===== config.mk =====
export PLATFORM = sky130hd
export DESIGN_NAME = some_sub_module
export DESIGN_NICKNAME = d
export VERILOG_FILES = /design/src/rtl/some_sub_module.sv
export SDC_FILE = /design/constraint.sdc
export NUM_CORES = 1
export LEC_CHECK = 0
export ABC_AREA = 0
export CAP_MARGIN = 20
export CORE_AREA = 2 2 67 69
export DETAILED_ROUTE_END_ITERATION = 8
export DIE_AREA = 0 0 69 71
export MAX_ROUTING_LAYER = met4
export PLACE_DENSITY_LB_ADDON = 0.1
export SLEW_MARGIN = 20
export SYNTH_ARGS = -nofsm -noshare
export SYNTH_HDL_FRONTEND = slang
export SYNTH_SLANG_ARGS = --single-unit

===== constraint.sdc =====
create_clock -name i_clk -period 2.35 [get_ports i_clk]
set_clock_uncertainty 0.2 [all_clocks]
set_input_delay 0.235 -clock i_clk [delete_from_list [all_inputs] [get_ports i_clk]]
set_output_delay 0.235 -clock i_clk [all_outputs]
set_load 0.1 [all_outputs]

===== src/rtl/some_sub_module.sv =====
// Two-entry valid/ready skid buffer with a wrapping running sum and a
// saturating count of accepted samples. in_ready depends only on registered state.
module some_sub_module #(
  parameter int W_DATA = 4,
  parameter int W_CNT  = 8
) (
  input  logic              i_clk,
  input  logic              i_rst,
  input  logic              a,
  output logic              b,
  input  logic [W_DATA-1:0] c,
  input  logic              i_ready,
  output logic              o_valid,
  output logic [W_DATA-1:0] o_data,
  output logic [W_DATA+3:0] o_sum,
  output logic [W_CNT-1:0]  o_count
);

  function automatic logic [W_CNT-1:0] sat_inc(input logic [W_CNT-1:0] v);
    return (&v) ? v : v + 1'b1;
  endfunction

  function automatic logic [W_DATA+3:0] wrap_add(input logic [W_DATA+3:0] s,
                                                input logic [W_DATA-1:0] x);
    return s + {4'b0000, x};
  endfunction

  logic [W_DATA-1:0] mem_p0 [2];
  logic [1:0]        occ_p0;
  logic              head_p0;
  logic              tail_p0;

  logic              push;
  logic              pop;
  logic              nxt_head;
  logic [1:0]        nxt_occ;
  logic [W_DATA-1:0] nxt_head_data;

  assign b       = (occ_p0 != 2'd2) && !i_rst;
  assign o_valid = (occ_p0 != 2'd0);
  assign push    = a && b;
  assign pop     = o_valid && i_ready;

  // The head seen next cycle is the incoming sample only when the buffer drains to it.
  always_comb begin
    nxt_head      = head_p0 ^ pop;
    nxt_occ       = occ_p0 + {1'b0, push} - {1'b0, pop};
    nxt_head_data = mem_p0[nxt_head];
    if (push && (tail_p0 == nxt_head)) nxt_head_data = c;
  end

  // Stage p0: storage, pointers and accumulators
  always_ff @(posedge i_clk or posedge i_rst) begin
    if (i_rst) begin
      mem_p0[0] <= '0;
      mem_p0[1] <= '0;
      occ_p0    <= 2'd0;
      head_p0   <= 1'b0;
      tail_p0   <= 1'b0;
      o_data    <= '0;
      o_sum     <= '0;
      o_count   <= '0;
    end else begin
      if (push) begin
        mem_p0[tail_p0] <= c;
        tail_p0         <= ~tail_p0;
        o_sum           <= wrap_add(o_sum, c);
        o_count         <= sat_inc(o_count);
      end
      if (pop) head_p0 <= ~head_p0;
      occ_p0 <= nxt_occ;
      if (nxt_occ != 2'd0) o_data <= nxt_head_data;
    end
  end

endmodule


==> results.md, run 1 <==
* Die Wd at 69 µm
* Slew Viols, Final at 0
* Global route total overflow at 0
* Critical R2R Capture: o_data[0]$_DFFE_PP0P_
* # DRC at 0
* Final-layout fill cell count at 395
* Flop-to-flop setup slack at 0.15 ns
* CTS Buf Count at 5
* Worst r2r path cells at 11
* Core area at around 4200 µm²
* 1st-iter DRT viols at 24
* Fin cells at 235
* Layout net count at 198
* FMAX at 454 MHz
* Post-DR vias/cell at slightly below 5
* Synth-to-Final Area Change at 31.1%
* Placer Congestion at between 0.7 and 0.8
* Setup CP Type: flop to flop
* Share of cells above drive strength 1 at 0.388
* Warnings from Yosys at 0
* Pin count of the biggest net entering global routing at 33
* WHS at 0.276 ns
* Clock-pin transition on the worst setup and hold timing paths at 0.07 ns
* Placed cell count at about 230
* Latest clock arrival within the worst-skew pair at 0.28 ns
* Critical path, cell by cell: nor2b_4, nor3b_4, inv_2, ha_4, inv_1, ha_2, xnor2_2, xnor2_2, nor2_4, nand2_1, o21ai_1
* Number of global-route vias before repair at between 1000 and 1500
* Die height at between 70 and 80 µm
* CP Launch Type: flop
* Max_slew headroom at 0.731
* Max-cap violation count at 0
* Crit path time final at 2.20 ns
* Worst Hold Depth at 1
* Longest Clk Path Bufs at 2
* Routed WL at approximately 3200 µm
* Final core occ at 0.506
* Synthesized instance count at 139
* First-pass GRT wire length at approximately 5300 µm
* # H-tree levels at 2
* Max FO, Critical Path at 8
* Die area at 4900 µm²
* Wirelength per Cell at 13.4 µm
* Detailed Place HPWL at ~2300 µm
* Initial Utilization at 0.386
* I/O pin total at 30
* ANT cells at 0
* Most used cell, CP: xnor2_2
* Row cnt at 24
* Outcome: finished clean
* Clock root buffer: clkbuf_8
* Crit Reg-Reg Startpoint: occ_p0[1]$_DFF_PP0_
* Critical path arrival at 2.22 ns
* Yosys cell types at 31
* Syn_nets at 155
* Post-CTS Hold Buffers at 0
* Sequential share of the synthesized area at 0.493
* Hold Crit Class: flop to flop
* PortBufs at 29
* Final Hold Fails at 0
* Setup violators final at 0
* Post-DRT Antenna Nets at 0
* Gr usage total at 0.143
* Post-synthesis cell area at about 1600 µm²
* Worst EP required at 2.36 ns
* Hold Startpoint: o_sum[7]$_DFFE_PP0P_
* CTS tree: built
* Initial antenna violation count at 0
* Via count at around 1100
* Max incr delay on CP at about 0.38 ns
* Syn Area/Cell at approximately 12 µm²
* Total clock sinks at 32
* Hold Path Sink: o_sum[7]$_DFFE_PP0P_
* Worst Tran Pin Value at roughly 0.4 ns
* Slowest CP cell: dfrtp_1
* #FFs+latches synth at 32
* Drt first pass iters at 4
* CP Capture Type: flop
* Final Cycle Share at 0.938
routing by layer:
layer / wire (µm) / up-vias / track usage
li1: - / 555 / -
met1: 1420 / 555 / 0.173
met2: 1560 / 20 / 0.221
met3: 118 / 8 / 0.0442
met4: 63 / 0 / 0.0654
met5: 0 / - / -
Yosys cell counts:
cell | count | area share
dfrtp_1 | 32 | 0.49
nand2_1 | 15 | 0.035
mux2_2 | 14 | 0.097
xnor2_1 | 9 | 0.049
inv_1 | 8 | 0.019
ha_1 | 7 | 0.054
a21oi_1 | 6 | 0.019
xor2_1 | 6 | 0.032
o21ai_0 | 5 | 0.015
mux2i_1 | 4 | 0.025
nor2_1 | 4 | 0.0092
o21ai_1 | 4 | 0.012
nand3_1 | 3 | 0.0092
nand4_1 | 3 | 0.012
a21o_1 | 2 | 0.0092
and3_1 | 2 | 0.0077
and3_2 | 1 | 0.0046
buf_6 | 1 | 0.0069
fa_1 | 1 | 0.012
inv_2 | 1 | 0.0023
nand2b_1 | 1 | 0.0039
nand3_4 | 1 | 0.011
nand3b_1 | 1 | 0.0046
nor2_4 | 1 | 0.0069
nor2b_1 | 1 | 0.0039
nor2b_4 | 1 | 0.0085
nor3b_2 | 1 | 0.0077
nor3b_4 | 1 | 0.012
o21ai_2 | 1 | 0.0054
or2_2 | 1 | 0.0039
xor2_2 | 1 | 0.010
layout make-up:
class                      count  area (µm²)  share of cell area
tap                           52        65.1              0.0306
multi-input combinational     97         815               0.383
sequential                    32         807               0.379
inverter                       9        33.8              0.0159
clock buffer                   8         100              0.0470
timing repair buffer          37         308               0.145
repair_timing:
item	in CTS	in global routing
endpoints found under the setup margin	0	4
gates resized for setup	0	6
buffers inserted	0	1
layout by cell type (no fill, tap or decap), types with 2 or more instances in the layout:
cell type | netlist | final
dfrtp_1 | 32 | 27
and3_1 | 2 | 2
dfrtp_2 | 0 | 5
nor2_1 | 4 | 3
xnor2_2 | 0 | 2
nor2_4 | 1 | 2
mux2i_1 | 4 | 4
nand3_1 | 3 | 3
xor2_1 | 6 | 6
ha_1 | 7 | 5
buf_4 | 0 | 29
o21ai_0 | 5 | 5
mux2_2 | 14 | 14
a21oi_1 | 6 | 6
clkbuf_8 | 0 | 7
a21o_1 | 2 | 2
inv_1 | 8 | 8
nand4_1 | 3 | 3
o21ai_1 | 4 | 4
nand2_1 | 15 | 15
xnor2_1 | 9 | 7
clkdlybuf4s50_1 | 0 | 7
stage by stage:
stage          worst slack, ns  TNS (ns)  instance area, µm²
6_report                 0.145         0                2130
5_1_grt                -0.0253   -0.0471                2130
4_1_cts                  0.107         0                2080
3_5_place_dp            -0.109    -0.416                1980
3_3_place_gp           -0.0518    -0.204                1980
2_1_floorplan           0.0126         0                1630
worst max-delay path, delay by kind of cell (launching register included):
kind | cells | cell delay, ns
and+or+nand+nor | 4 | 0.62
adders and majority gates | 2 | 0.42
DFF | 1 | 0.38
xor gates and xnor gates | 2 | 0.31
buffers and inverters | 2 | 0.11
AOI/OAI and AO/OA | 1 | 0.07
state kept, by name, summed over array words and instances, names as in the netlist:
name / count
o_sum: 8
occ_p0: 2
o_data: 4
tail_p0: 1
mem_p0: 8
o_count: 8
head_p0: 1
worst max-delay path by stage:
| stage | from | to | cells after the start |
|---|---|---|---|
| after global routing | occ_p0[1]$_DFF_PP0_ | o_data[3]$_DFFE_PP0P_ | 11 |
| final | occ_p0[1]$_DFF_PP0_ | o_data[0]$_DFFE_PP0P_ | 11 |
| after detailed placement | i_rst | o_data[0]$_DFFE_PP0P_ | 10 |
| after CTS | occ_p0[1]$_DFF_PP0_ | o_data[0]$_DFFE_PP0P_ | 10 |
| after global placement | i_rst | o_data[2]$_DFFE_PP0P_ | 10 |
| after floorplan | o_count[0]$_DFFE_PP0P_ | o_count[1]$_DFFE_PP0P_ | 4 |
logic make-up after synthesis:
| family | Yosys count | share of synthesized area |
|---|---|---|
| multiplexers | 18 | 0.122 |
| buffers and inverters | 10 | 0.0278 |
| adder cells (fa/ha/maj) | 8 | 0.0663 |
| AO/OA/AOI/OAI | 18 | 0.0609 |
| AND/OR/NAND/NOR | 37 | 0.139 |
| flip-flops | 32 | 0.493 |
| XOR/XNOR | 16 | 0.0910 |
Power of run 1 is not shown: default switching activity piles up to over one toggle a cycle in this logic, so the estimate is an artifact.
==> run 2: changes to the inputs <==
--- a/constraint.sdc
+++ b/constraint.sdc
@@ -3,3 +3,3 @@
 set_input_delay 0.235 -clock i_clk [delete_from_list [all_inputs] [get_ports i_clk]]
 set_output_delay 0.235 -clock i_clk [all_outputs]
-set_load 0.1 [all_outputs]
+set_load 0.02 [all_outputs]
==> run 2 against run 1 <==
Against the previous run:
- count of clock-buffer cells in the layout is 2 lower
- via count shrank 2.4%
- largest cell class is now sequential cells
- critical endpoint is now o_data[3]$_DFFE_PP0P_
- worst setup slack gained 0.0093 ns
- sequential cell count did not move
==> results.md, run 2 (synthesized netlist as in run 1, its figures left out) <==
* Setup violators final at 0 (unchanged)
* CTS tree: built (unchanged)
* Max FO, Critical Path at 8 (unchanged)
* Longest Clk Path Bufs at 2 (unchanged)
* Most common cell after layout, fill and taps aside: dfrtp_1 (was buf_4)
* Post-DR vias/cell at 4.77 (was 4.84)
* M2 GR Usage at 0.208 (was 0.221)
* Detailed Place HPWL at 2210 µm (was 2280 µm)
* I/O pin total at 30 (unchanged)
* CP Capture Type: flop (unchanged)
* Max IR drop VDD at 0.000598 V
* Max-cap violation count at 0 (unchanged)
* # H-tree levels at 2 (unchanged)
* Die Wd at 69 µm (unchanged)
* Grt peak-use layer: met2 (unchanged)
* Placed cell count at 225 (was 226)
* Global routing usage on met1 at 0.179 (was 0.173)
* Row cnt at 24 (unchanged)
* PortBufs at 29 (unchanged)
* Pin count of the biggest net entering global routing at 33 (unchanged)
* Share of cells above drive strength 1 at 0.232 (was 0.388)
* Post-DRT Antenna Nets at 0 (unchanged)
* Final Hold Fails at 0 (unchanged)
* Final Total Pwr at between 2 and 3 mW
* Latest clock arrival within the worst-skew pair at 0.28 ns (about the same)
* Max incr delay on CP at 0.38 ns (about the same)
* Slew Viols, Final at 0 (unchanged)
* Die area at 4900 µm² (unchanged)
* Fin cells at 233 (was 235)
* Global route total overflow at 0 (unchanged)
* Routed WL at 3030 µm (was 3160 µm)
* Setup CP Type: flop to flop (unchanged)
* Critical path arrival at 2.20 ns (was 2.22 ns)
* Flop-to-flop setup slack at 0.15 ns (about the same)
* Cell leakage power at between 0.9 and 1 nW
* # DRC at 0 (unchanged)
* Post-CTS Hold Buffers at 0 (unchanged)
* ANT cells at 0 (unchanged)
* 1st-iter DRT viols at 13 (was 24)
* First-pass GRT wire length at 5210 µm (was 5350 µm)
* Final-layout fill cell count at 396 (was 395)
* GR Layer Usage met3 at 0.0456 (was 0.0442)
* Initial Utilization at 0.386 (unchanged)
* Initial antenna violation count at 0 (unchanged)
* Placer Congestion at 0.737 (was 0.722)
* Hold Crit Class: input pin to asynchronous set/reset pin (was flop to flop)
* Slowest CP cell: dfrtp_1 (unchanged)
* FMAX at 455 MHz (was 454 MHz)
* Total clock sinks at 32 (unchanged)
* Max_slew headroom at 0.728 (was 0.731)
* Layout net count at 197 (was 198)
* CTS Buf Count at 5 (unchanged)
* CP Launch Type: flop (unchanged)
* Crit path time final at 2.20 ns (about the same)
* Final Cycle Share at 0.934 (was 0.938)
* Outcome: finished clean (unchanged)
* Drt first pass iters at 4 (unchanged)
* Biggest regs: mem_p0 (8), o_count (8), o_sum (8) (unchanged)
* Synth-to-Final Area Change at 30.8% (was 31.1%)
* Via count at 1111 (was 1138)
* Critical path, cell by cell: nor2b_4, nor3b_4, inv_2, ha_1, inv_1, ha_2, xnor2_2, xnor2_2, nor2_4, nand2_1, o21ai_1 (was nor2b_4, nor3b_4, inv_2, ha_4, inv_1, ha_2, xnor2_2, xnor2_2, nor2_4, nand2_1, o21ai_1)
* Clock root buffer: clkbuf_8 (unchanged)
* Worst EP required at 2.36 ns (about the same)
* WHS at 0.257 ns (was 0.276 ns)
* Most used cell, CP: xnor2_2 (unchanged)
* Worst Tran Pin Value at 0.408 ns (was 0.403 ns)
* Pwr dens at approximately 1400 nW/µm²
* Number of global-route vias before repair at 1115 (was 1099)
* Commonest cells after routing, fill and taps aside: dfrtp_1 (31), clkdlybuf4s50_1 (29), nand2_1 (15), mux2_2 (14), inv_1 (8) (was buf_4 (29), dfrtp_1 (27), nand2_1 (15), mux2_2 (14), inv_1 (8))
* Core area at 4200 µm² (unchanged)
* Die height at 71 µm (unchanged)
* Gr usage total at 0.139 (was 0.143)
* Clock-pin transition on the worst setup and hold timing paths at 0.06 ns (was 0.07 ns)
* Wirelength per Cell at 13.0 µm (was 13.4 µm)
run 2: cell count changes in the layout (fill, tap and decap cells not counted), sizes merged:
cell           change
clkinv             +1
buf               -23
clkbuf             -2
clkdlybuf4s50     +22
run 2: cell type report:
type / count / area, µm² / area share
repair buffers: 36 / 343 / 0.161
clock inverters: 1 / 5.00 / 0.00236
flip-flops and latches: 32 / 802 / 0.378
multi-input cells: 97 / 802 / 0.378
well taps: 52 / 65.1 / 0.0306
clock buffers: 6 / 72.6 / 0.0342
inverters: 9 / 33.8 / 0.0159
run 2: timing repair:
action	CTS	global route
resized for setup	0	5
setup buffers	0	1
endpoints found under the setup margin	0	4
run 2: final timing paths:
path	startpoint	to	depth (start not counted)
min in group i_clk	o_sum[7]$_DFFE_PP0P_	o_sum[7]$_DFFE_PP0P_	1
max	occ_p0[1]$_DFF_PP0_	o_data[3]$_DFFE_PP0P_	11
min	i_rst	occ_p0[1]$_DFF_PP0_	3
min reg2reg	o_sum[7]$_DFFE_PP0P_	o_sum[7]$_DFFE_PP0P_	1
max reg2reg	occ_p0[1]$_DFF_PP0_	o_data[3]$_DFFE_PP0P_	11
max in group asynchronous	i_rst	occ_p0[0]$_DFF_PP0_	3
run 2: where the power goes:
part           switching, mW  internal [mW]
registers              0.217          0.812
logic                  0.728          0.796
clock network          0.185          0.201
run 2: per-stage QoR:
step | worst slack, ns | setup TNS [ns] | utilization | cell area [µm²]
floorplan | 0.0419 | 0 | - | 1630
global placement | -0.0754 | -0.297 | 0.479 | 2010
detailed placement | -0.192 | -0.750 | 0.479 | 2010
CTS | 0.0365 | 0 | 0.498 | 2090
global route | -0.0157 | -0.0157 | 0.505 | 2120
finish | 0.155 | 0 | 0.505 | 2120
run 2: critical path: cells and delay by family (launching register included):
kind | cells | cell delay, ns
compound gates | 1 | 0.07
xor+xnor | 2 | 0.30
fa+ha+maj | 2 | 0.45
buf+inv | 2 | 0.10
flops | 1 | 0.38
simple gates | 4 | 0.63
run 2: metal layers:
layer,up-vias,wire length [µm]
li1,551,-
met1,532,1400
met2,23,1440
met3,5,143
met4,0,50
met5,-,0
(Power assumes the default switching activity.)
==> run 3: changes to the inputs <==
- CORE_AREA: 2 2 67 69 -> 2 2 63 65
- DIE_AREA: 0 0 69 71 -> 0 0 65 67
- RECOVER_POWER: unset -> 50
==> run 3 against run 2 <==
Against the previous run:
- combinational power barely moved
- sequential power barely moved
- core utilization up 8.9 points
- hold slack improved by 0.016 ns
- critical path depth stayed put
- cell area increased by 0.88%
- wire length shrank 0.69%
- global-route usage rose by 2.5 points
- critical path type unchanged
- largest power group unchanged
==> results.md, run 3 (synthesized netlist as in run 1, its figures left out) <==
* Final worst slack at 0.123 ns (was 0.155 ns)
* Row cnt at 22 (was 24)
* Slew Viols, Final at 0 (unchanged)
* Worst r2r path cells at 11 (unchanged)
* WHS at 0.274 ns (was 0.257 ns)
* Global route total overflow at 0 (unchanged)
* Latest clock arrival within the worst-skew pair at 0.27 ns (was 0.28 ns)
* # DRC at 0 (unchanged)
* Detailed Place HPWL at 2210 µm (about the same)
* P_sw at 1.13 mW (about the same)
* Crit Reg-Reg Startpoint: occ_p0[1]$_DFF_PP0_ (unchanged)
* Setup violators final at 0 (unchanged)
* Max-cap violation count at 0 (unchanged)
* Biggest regs: mem_p0 (8), o_count (8), o_sum (8) (unchanged)
* FMAX at 449 MHz (was 455 MHz)
* Most common cell after layout, fill and taps aside: dfrtp_1 (unchanged)
* # H-tree levels at 2 (unchanged)
* Combinational Power Share at 0.510 (was 0.519)
* P_int at 1.86 mW (was 1.81 mW)
* Die Wd at 65 µm (was 69 µm)
* Pre-CTS WS at -0.143 ns (was -0.192 ns)
* Via count at 1129 (was 1111)
* Pin count of the biggest net entering global routing at 16 (was 33)
* Cell leakage power at 0.975 nW (was 0.964 nW)
* Commonest cells after routing, fill and taps aside: dfrtp_1 (31), clkdlybuf4s50_1 (24), nand2_1 (15), mux2_2 (14), inv_1 (8) (was dfrtp_1 (31), clkdlybuf4s50_1 (29), nand2_1 (15), mux2_2 (14), inv_1 (8))
* Critical path arrival at 2.22 ns (was 2.20 ns)
* CP Launch Type: flop (unchanged)
* Worst EP required at 2.34 ns (was 2.36 ns)
* Crit path time final at 2.23 ns (was 2.20 ns)
* Die area at 4360 µm² (was 4900 µm²)
* Gr usage total at 0.164 (was 0.139)
* CTS tree: built (unchanged)
* Total clock sinks at 32 (unchanged)
* Hold Crit Class: flop to flop (was input pin to asynchronous set/reset pin)
* Final Cycle Share at 0.948 (was 0.934)
* Hold Path Sink: o_sum[7]$_DFFE_PP0P_
* ANT cells at 0 (unchanged)
* Die height at 67 µm (was 71 µm)
* Hold Startpoint: o_sum[7]$_DFFE_PP0P_
* First-pass GRT wire length at 5290 µm (was 5210 µm)
* Most used cell, CP: xnor2_2 (unchanged)
* Post-DRT Antenna Nets at 0 (unchanged)
* Pwr dens at 1390 nW/µm² (was 1380 nW/µm²)
* CP Capture Type: flop (unchanged)
* Drt first pass iters at 4 (unchanged)
* Max IR drop VDD at 0.000717 V (was 0.000598 V)
* Setup CP Type: flop to flop (unchanged)
* Initial antenna violation count at 0 (unchanged)
* Outcome: finished clean (unchanged)
* Placer Congestion at 0.754 (was 0.737)
* Critical path, cell by cell: nor2b_4, nor3b_4, inv_2, ha_4, inv_1, ha_2, xnor2_2, xnor2_2, nor2_4, nand2_1, o21ai_1 (was nor2b_4, nor3b_4, inv_2, ha_1, inv_1, ha_2, xnor2_2, xnor2_2, nor2_4, nand2_1, o21ai_1)
* Routed WL at 3010 µm (was 3030 µm)
* Post-DR vias/cell at 4.91 (was 4.77)
* Flop-to-flop setup slack at 0.12 ns (was 0.15 ns)
* Synth-to-Final Area Change at 32.0% (was 30.8%)
* Max incr delay on CP at 0.39 ns (was 0.38 ns)
* Worst Tran Pin Value at 0.600 ns (was 0.408 ns)
* Sequential share of power at 0.344 (was 0.350)
* Clock-pin transition on the worst setup and hold timing paths at 0.06 ns (about the same)
* Switching share of power at 0.377 (was 0.384)
* Max_slew headroom at 0.600 (was 0.728)
* PortBufs at 29 (unchanged)
* Final Hold Fails at 0 (unchanged)
* Post-route setup TNS at 0 ns (unchanged)
* I/O pin total at 30 (unchanged)
* Max FO, Critical Path at 8 (unchanged)
* Share of cells above drive strength 1 at 0.231 (was 0.232)
* Core area at 3610 µm² (was 4200 µm²)
* Worst Hold Depth at 1
* Clock share of power at 0.146 (was 0.131)
* Longest Clk Path Bufs at 2 (unchanged)
* CTS Buf Count at 5 (unchanged)
* 1st-iter DRT viols at 35 (was 13)
* Layout net count at 198 (was 197)
* Clock root buffer: clkbuf_8 (unchanged)
* Wirelength per Cell at 13.1 µm (was 13.0 µm)
* Number of global-route vias before repair at 1156 (was 1115)
* Slowest CP cell: dfrtp_1 (unchanged)
* Critical R2R Capture: o_data[2]$_DFFE_PP0P_ (was o_data[3]$_DFFE_PP0P_)
* Initial Utilization at 0.450 (was 0.386)
==> run 3: cell types whose count changed in the layout (fill, tap and decap cells not counted), moves of 2 or more <==
cell             change
clkdlybuf4s50_1      -5
dlygate4sd3_1        +5
buf_4                -2
clkbuf_8             +2
==> run 3: final cells by class <==
type,count,area (µm²)
Timing Repair Buffer,37,343
Multi-Input combinational cell,97,807
Fill cell,312,1460
Tap cell,48,60.1
Clock buffer,7,96.3
Inverter,9,33.8
Sequential cell,32,802
==> run 3: repair_timing <==
| item | 4_1_cts | 5_1_grt |
|---|---|---|
| buffers inserted | 0 | 1 |
| hold buffers | 0 | 0 |
| setup endpoints to repair | 0 | 4 |
| gates resized for setup | 0 | 6 |
==> run 3: critical path: cells and delay by family (launching register included) <==
| kind | cells | cell delay, ns |
|---|---|---|
| buf+inv | 2 | 0.11 |
| fa+ha+maj | 2 | 0.43 |
| xor+xnor | 2 | 0.32 |
| simple gates | 4 | 0.61 |
| flops | 1 | 0.39 |
| compound gates | 1 | 0.08 |
==> run 3: layer usage <==
layer	routed length [µm]	GRT usage
met1	1320	0.202
met2	1550	0.268
met3	109	0.0355
met4	24	0.0559
met5	0	-
==> run 3: how the worst max path moves through the flow <==
stage                                    from               endpoint  slack, ns  depth (start not counted)
after global placement                  i_rst  o_data[3]$_DFFE_PP0P_      -0.04                         10
final                     occ_p0[1]$_DFF_PP0_  o_data[2]$_DFFE_PP0P_       0.12                         11
after CTS                 occ_p0[1]$_DFF_PP0_  o_data[2]$_DFFE_PP0P_       0.08                         11
after detailed placement                i_rst  o_data[2]$_DFFE_PP0P_      -0.14                         10
after global routing      occ_p0[1]$_DFF_PP0_  o_data[3]$_DFFE_PP0P_      -0.02                         11
after floorplan           occ_p0[1]$_DFF_PP0_  o_data[0]$_DFFE_PP0P_       0.04                         10
==> run 3: metrics by stage <==
step	total power [mW]	util	instance area (µm²)	instances
6_report	2.99	0.594	2140	230
5_1_grt	3.22	0.594	2140	230
4_1_cts	2.96	0.586	2110	229
3_5_place_dp	2.50	0.559	2020	222
3_3_place_gp	2.46	0.559	2020	222
2_1_floorplan	1.98	-	1630	139
==> run 3: power by group through the flow <==
stage	Clock (mW)	Sequential (mW)	Combinational (mW)
floorplan	0	1.18	0.796
global placement	0	1.03	1.43
detailed placement	0	1.04	1.46
CTS	0.447	1.03	1.48
global route	0.476	1.07	1.67
finish	0.435	1.03	1.52
